File: src/rtl/seg_argmax.sv
// Per-pixel argmax over a signed score vector via a registered comparator tree, plus a
// per-frame class histogram with snapshot readback. Optional background class: SEG_ARGMAX_BG_THRESH_EN.
module seg_argmax #(
  parameter int HEIGHT    = 480,
  parameter int WIDTH     = 640,
  parameter int W_HEIGHT  = 525,
  parameter int W_WIDTH   = 800,
  parameter int UNITS     = 12,
  parameter int INT_BITW  = 5,
  parameter int FRAC_BITW = 8,
  parameter logic signed [INT_BITW+FRAC_BITW-1:0] BG_THRESH = {(INT_BITW+FRAC_BITW){1'b0}},
  localparam int FIXED_BITW = INT_BITW + FRAC_BITW,
  localparam int V_BITW     = $clog2(W_HEIGHT),
  localparam int H_BITW     = $clog2(W_WIDTH),
  localparam int CLS_BITW   = $clog2(UNITS + 1),
  localparam int CNT_BITW   = $clog2(HEIGHT * WIDTH + 1),
  localparam int LAT        = 1 + $clog2(UNITS)
) (
  input  logic                           clock,
  input  logic                           rst,
  input  logic                           in_enable,
  input  logic [0:FIXED_BITW*UNITS-1]    in_y,
  input  logic [V_BITW-1:0]              in_vcnt,
  input  logic [H_BITW-1:0]              in_hcnt,
  output logic                           out_enable,
  output logic [CLS_BITW-1:0]            out_label,
  output logic [FIXED_BITW-1:0]          out_score,
  output logic [V_BITW-1:0]              out_vcnt,
  output logic [H_BITW-1:0]              out_hcnt,
  input  logic [CLS_BITW-1:0]            hist_sel,
  output logic [CNT_BITW-1:0]            hist_count,
  output logic                           hist_valid
);

  localparam int LVLS = LAT - 1;

`ifdef SEG_ARGMAX_BG_THRESH_EN
  localparam logic BG_EN = 1'b1;
  localparam int   NBINS = UNITS + 1;
`else
  localparam logic BG_EN = 1'b0;
  localparam int   NBINS = UNITS;
`endif

  // Level 0 holds the registered inputs; level l holds the winners after l comparisons.
  logic        [CLS_BITW-1:0]   idx_r   [0:LVLS][0:UNITS-1];
  logic signed [FIXED_BITW-1:0] score_r [0:LVLS][0:UNITS-1];
  logic        [CLS_BITW-1:0]   idx_s   [1:LVLS][0:UNITS-1];
  logic signed [FIXED_BITW-1:0] score_s [1:LVLS][0:UNITS-1];
  logic                         en_r    [0:LVLS];
  logic        [V_BITW-1:0]     vcnt_r  [0:LVLS];
  logic        [H_BITW-1:0]     hcnt_r  [0:LVLS];
  logic                         bg_s;

  logic [CNT_BITW-1:0] cnt_r  [0:NBINS-1];
  logic [CNT_BITW-1:0] cnt_s  [0:NBINS-1];
  logic [CNT_BITW-1:0] snap_r [0:NBINS-1];
  logic                in_frame_r;
  logic                hist_valid_r;
  logic                is_start_s;
  logic                is_end_s;
  logic                close_s;

  function automatic int lvl_cnt(input int lvl);
    int n;
    n = UNITS;
    for (int i = 0; i < lvl; i++) n = (n + 1) / 2;
    return n;
  endfunction

  function automatic int clamp_u(input int i);
    return (i < UNITS) ? i : UNITS - 1;
  endfunction

  // Pairwise compare per level; the left candidate always carries the lower index, so it keeps ties.
  always_comb begin
    for (int l = 1; l <= LVLS; l++) begin
      for (int j = 0; j < UNITS; j++) begin
        idx_s[l][j]   = '0;
        score_s[l][j] = '0;
        if (2 * j + 1 < lvl_cnt(l - 1)) begin
          if (score_r[l-1][clamp_u(2*j+1)] > score_r[l-1][clamp_u(2*j)]) begin
            idx_s[l][j]   = idx_r[l-1][clamp_u(2*j+1)];
            score_s[l][j] = score_r[l-1][clamp_u(2*j+1)];
          end else begin
            idx_s[l][j]   = idx_r[l-1][clamp_u(2*j)];
            score_s[l][j] = score_r[l-1][clamp_u(2*j)];
          end
        end else if (2 * j < lvl_cnt(l - 1)) begin
          idx_s[l][j]   = idx_r[l-1][clamp_u(2*j)];
          score_s[l][j] = score_r[l-1][clamp_u(2*j)];
        end else begin
          idx_s[l][j]   = '0;
          score_s[l][j] = '0;
        end
      end
    end
  end

  assign bg_s = BG_EN && (score_s[LVLS][0] < BG_THRESH);

  // Tree and sideband registers; everything advances every cycle regardless of enable.
  always_ff @(posedge clock or posedge rst) begin
    if (rst) begin
      for (int l = 0; l <= LVLS; l++) begin
        for (int j = 0; j < UNITS; j++) begin
          idx_r[l][j]   <= '0;
          score_r[l][j] <= '0;
        end
        en_r[l]   <= 1'b0;
        vcnt_r[l] <= '0;
        hcnt_r[l] <= '0;
      end
    end else begin
      for (int j = 0; j < UNITS; j++) begin
        idx_r[0][j]   <= CLS_BITW'(j);
        score_r[0][j] <= in_y[j*FIXED_BITW +: FIXED_BITW];
      end
      for (int l = 1; l <= LVLS; l++) begin
        for (int j = 0; j < UNITS; j++) begin
          idx_r[l][j]   <= idx_s[l][j];
          score_r[l][j] <= score_s[l][j];
        end
        en_r[l]   <= en_r[l-1];
        vcnt_r[l] <= vcnt_r[l-1];
        hcnt_r[l] <= hcnt_r[l-1];
      end
      idx_r[LVLS][0] <= bg_s ? CLS_BITW'(UNITS) : idx_s[LVLS][0];
      en_r[0]   <= in_enable;
      vcnt_r[0] <= in_vcnt;
      hcnt_r[0] <= in_hcnt;
    end
  end

  assign out_enable = en_r[LVLS];
  assign out_label  = idx_r[LVLS][0];
  assign out_score  = score_r[LVLS][0];
  assign out_vcnt   = vcnt_r[LVLS];
  assign out_hcnt   = hcnt_r[LVLS];
  assign hist_valid = hist_valid_r;

  assign is_start_s = out_enable && (out_vcnt == '0) && (out_hcnt == '0);
  assign is_end_s   = out_enable && (out_vcnt == V_BITW'(HEIGHT - 1)) && (out_hcnt == H_BITW'(WIDTH - 1));
  assign close_s    = is_end_s && (is_start_s || in_frame_r);

  // Next bin counts: a frame start wipes the partial frame, otherwise saturating increment.
  always_comb begin
    for (int b = 0; b < NBINS; b++) begin
      cnt_s[b] = cnt_r[b];
      if (is_start_s) begin
        cnt_s[b] = (out_label == CLS_BITW'(b)) ? CNT_BITW'(1'b1) : '0;
      end else if (out_enable && in_frame_r && (out_label == CLS_BITW'(b)) && (cnt_r[b] != '1)) begin
        cnt_s[b] = cnt_r[b] + CNT_BITW'(1'b1);
      end else begin
        cnt_s[b] = cnt_r[b];
      end
    end
  end

  // Live counters, frame tracking, and snapshot capture including the closing pixel.
  always_ff @(posedge clock or posedge rst) begin
    if (rst) begin
      for (int b = 0; b < NBINS; b++) begin
        cnt_r[b]  <= '0;
        snap_r[b] <= '0;
      end
      in_frame_r   <= 1'b0;
      hist_valid_r <= 1'b0;
    end else begin
      for (int b = 0; b < NBINS; b++) begin
        cnt_r[b] <= cnt_s[b];
        if (close_s) begin
          snap_r[b] <= cnt_s[b];
        end
      end
      hist_valid_r <= close_s;
      if (close_s) begin
        in_frame_r <= 1'b0;
      end else if (is_start_s) begin
        in_frame_r <= 1'b1;
      end
    end
  end

  // Snapshot readback; selections without a bin fall through to zero.
  always_comb begin
    hist_count = '0;
    for (int b = 0; b < NBINS; b++) begin
      hist_count = hist_count | (snap_r[b] & {CNT_BITW{hist_sel == CLS_BITW'(b)}});
    end
  end

endmodule
File: config.mk
export PLATFORM = sky130hd
export DESIGN_NAME = seg_argmax
export DESIGN_NICKNAME = d
export VERILOG_FILES = /design/src/rtl/seg_argmax.sv
export SDC_FILE = /design/constraint.sdc
export NUM_CORES = 2
export LEC_CHECK = 0
export CAP_MARGIN = 20
export CORE_MARGIN = 3
export CORE_UTILIZATION = 40
export CTS_BUF_LIST = sky130_fd_sc_hd__clkbuf_8 sky130_fd_sc_hd__clkbuf_16
export CTS_CLUSTER_SIZE = 14
export DETAILED_ROUTE_END_ITERATION = 10
export GPL_TIMING_DRIVEN = 0
export PLACE_DENSITY = 0.6
export SLEW_MARGIN = 20
export SYNTH_ARGS = -nofsm -noshare
export SYNTH_HDL_FRONTEND = slang
export SYNTH_SLANG_ARGS = --single-unit
File: constraint.sdc
create_clock -name clock -period 31.8 [get_ports clock]
set_input_delay 3.18 -clock clock [delete_from_list [all_inputs] [get_ports clock]]
set_output_delay 3.18 -clock clock [all_outputs]
set_load 0.02 [all_outputs]
==> qor.csv <==
stage;metric;value;unit
synth;Yosys reg bits;901;
synth;number of synthesized flops with an enable pin;0;
sta;Final Max Tran Viols;0;
synth;most common cell in the netlist;dfrtp_1;
clocking;CTS Buffer Depth;3;
power_and_ir_drop;Switching Fraction;25.43;%
grt;GRT Total Usage;21.82;%
flow_run;total of max-cap violations;0;
layout;layout cells sized above 1;11.22;%
sta;number of setup violations in the final report;0;
status;run status;completed;
sta;Fin Setup TNS;0;ns
layout;Nets;4071;
synth;Commonest cells post-synth;dfrtp_1 (901), nand2_1 (346), nor2_1 (323), inv_1 (187), mux2_2 (165);
sta;highest clock rate;0.09539;GHz
synth;Synth Area in Adders;5.080;%
synth;Top FF cell, synth;dfrtp_1;
power_and_ir_drop;leakage;21.03;nW
layout;n_diodes;0;
sta;Worst Max-Slew Pin Slew;1.138;ns
worst_setup_path;Setup crit end kind;output pin;
synth;synth warn;0;
floorplanning;I/O Pins;241;
sta;Final Skew;0.04842;ns
layout;fin util;48.87;%
clocking;Sink Count;901;
clocking;CTS buffer count;96;
layout;FILL cells;8501;
placed_design;Placer Congestion;1.013;
synth;ys async rst share;100.0;%
worst_setup_path;r2r setup slk;27.63;ns
power_and_ir_drop;Clock power frac;42.3;%
layout;synthesis-to-finish area growth;20.39;%
placed_design;post-detail-place hpwl;80750;um
worst_setup_path;startpoint types;input port;
clocking;Post-CTS Hold Buffers;0;
synth;Post-Synth Simple-Gate Area;13.22;%
route;per-cell routed wire length;21.14;um
worst_setup_path;Worst Path Max Fanout;10;
synth;top-area cell type share of the netlist area;59.06;%
grt;largest net degree at the start of global routing;110;
floorplanning;Initial Util;40.60;%
worst_setup_path;Worst Reg-to-Reg Cells;7;
grt;GR Overflow Total;0;
hold_path;Hold WC Path Type;flop to flop;
floorplanning;DIE HEIGHT;314.9;um
synth;Syn Nets;3724;
placed_design;dpl cell area;0.04241;mm^2
route;via/cell ratio;5.274;
clocking;H-Tree Depth;3;
clocking;CTS tree;built;
synth;Netlist cell types;64;
grt;initial antenna violation count;0;
route;# DRC;0;
synth;Compound-Gate Fraction of Synth Area;8.758;%
synth;top post-synthesis cells by area;dfrtp_1 (59%), ha_1 (5.1%), mux2_2 (4.9%), nand2_1 (3.4%), nor2_1 (3.2%);
power_and_ir_drop;peak supply drop;0.04527;mV
sta;RSZ-0062 raised after global routing;no;
route;Post-DRT Antenna Nets;0;
synth;syn avg cell area;11.27;um^2
grt;number of global-route vias before repair;26950;
layout;post-layout instance area;0.04596;mm^2
worst_setup_path;crit path kind;input port to output pin;
worst_setup_path;CP arrival;7.30;ns
grt;first-pass GRT wire length;163200;um
route;Starting DRT DRC Count;1962;
synth;mux share of post-synthesis cell area;5.746;%
sta;fin crit period;10.48;ns
power_and_ir_drop;Pwr Total;2.855;mW
floorplanning;DIE AREA;0.09917;mm^2
floorplanning;Die Wd;314.9;um
power_and_ir_drop;Switching Power;0.7260;mW
route;final wirelength;107200;um
hold_path;WHS Path Cells;0;
sta;Rel. slew slack;24.17;%
sta;Hold Vio Cnt, Final;0;
route;1st-pass router iterations;6;
power_and_ir_drop;part of the power in registers;44.3;%
sta;period utilisation layout;32.97;%
clocking;Root Driver;clkbuf_16;
worst_setup_path;CP required;28.62;ns
synth;area leader, netlist;dfrtp_1;
synth;largest family of logic cells by synthesized area;simple AND/OR/NAND/NOR gates;
power_and_ir_drop;Pint;2.129;mW
synth;Cell Area, Synth;0.03817;mm^2
clocking;CTS clk-pin slew, worst paths;0.06;ns
clocking;post_cts resized;0;
floorplanning;Site Rows;112;
route;vias after detailed routing;26740;
power_and_ir_drop;Logic pwr share;13.4;%
floorplanning;Core Area;0.09403;mm^2
clocking;clock latency at the later pin of the worst-skew pair;0.70;ns
power_and_ir_drop;Power Density;62.12;mW/mm^2
synth;post-synthesis cell count;3386;
synth;xor/xnor share of the synthesized area;4.245;%
synth;register area share after synthesis;59.06;%
clocking;post-CTS setup buffers;0;
placed_design;Port Buffer Count;238;
## worst max-delay path, cell delays in order
cell             delay (ns)
clkdlybuf4s50_1        0.48
clkbuf_1               0.58
nand2b_1               0.34
nor2_1                 0.77
clkbuf_1               0.57
nand2_1                0.12
o31ai_1                0.23
a221oi_1               0.13
nand3_1                0.26
clkdlybuf4s50_1        0.65
## per-stage QoR
stage / cells / hold slack, ns / worst slack, ns
3_5_place_dp: 4889 / 0.3347 / 21.46
2_1_floorplan: 3386 / 0.3312 / 3.291
3_3_place_gp: 4878 / 0.3315 / -6.744
4_1_cts: 5070 / 0.3453 / 21.45
5_1_grt: 5070 / 0.3492 / 21.16
6_report: 5070 / 0.3440 / 21.32
## layout by cell type (no fill, tap or decap), types with 8 or more instances in the layout
cell               n
buf_16             9
nor2_1           323
buf_4             39
clkbuf_8          24
a211oi_1          18
xnor2_1           77
nor3_1            61
a22oi_1           21
o21ai_0          164
inv_1            199
buf_1              8
and2_1            13
mux2i_1           20
a222oi_1          10
mux2_2           165
nand3_1          122
ha_1             155
a22o_1            25
nor2b_1           21
nand2b_1           9
clkbuf_16         96
o31ai_1           80
buf_2             16
bufinv_16         13
a21oi_1           62
nand2_1          346
clkinv_2          18
nor4_1            27
clkdlybuf4s50_1  238
dfrtp_1          901
xor2_1           108
mux2_4             9
a221oi_1          34
and3_1            49
clkbuf_1          99
and4_1            16
a31oi_1           20
nand4_1           74
a21o_1            25
## logic make-up after synthesis
logic type / Yosys count
other: 1
adders and majority gates: 155
and+or+nand+nor: 1096
DFF: 901
muxes: 194
buffers and inverters: 349
xor gates and xnor gates: 185
AOI/OAI and AO/OA: 505
## power groups by stage
stage	combinational, mW	sequential, mW	clock, mW
global placement	0.383	1.29	0
CTS	0.392	1.27	1.24
finish	0.384	1.26	1.21
floorplan	0.256	1.27	0
global route	0.425	1.27	1.28
detailed placement	0.388	1.29	0
## worst paths after layout
path                                        start                 endpoint
setup / recovery                      hist_sel[3]           hist_count[13]
hold / removal             score_r[432]$_DFF_PP0_   score_r[289]$_DFF_PP0_
setup reg to reg            out_vcnt[0]$_DFF_PP0_     cnt_r[190]$_DFF_PP0_
hold reg to reg            score_r[432]$_DFF_PP0_   score_r[289]$_DFF_PP0_
max in group asynchronous                     rst  snap_r[216]$_DFFE_PP0P_
min in group asynchronous                     rst   score_r[725]$_DFF_PP0_
## area by class of cell
cell class | count | area [um^2] | area share, %
Buffer | 162 | 778.2 | 1.693
Clock buffer | 120 | 2733 | 5.946
Clock inverter | 61 | 805.8 | 1.753
Inverter | 187 | 709.4 | 1.544
Multi-Input combinational cell | 2136 | 14170 | 30.84
Sequential cell | 901 | 22550 | 49.06
Tap cell | 1254 | 1569 | 3.414
Timing Repair Buffer | 249 | 2643 | 5.750
## per-layer routing
metal / part of all wire, % / GRT usage, % / vias up / routed length (um)
met4: 5.0 / 9.625 / 0 / 5411
li1: - / - / 12420 / -
met2: 47 / 35.12 / 818 / 50020
met5: 0 / 0 / - / 0
met1: 41 / 28.39 / 13280 / 44370
met3: 6.9 / 4.772 / 224 / 7374
## sequential cells by signal (all words and copies together) (netlist names)
register,count
cnt_r,228
en_r,4
hcnt_r,40
hist_valid,1
idx_r,22
in_frame_r,1
out_enable,1
out_hcnt,10
out_label,4
out_score,13
out_vcnt,10
score_r,299
snap_r,228
vcnt_r,40
Power figures use the tool's default switching activity.
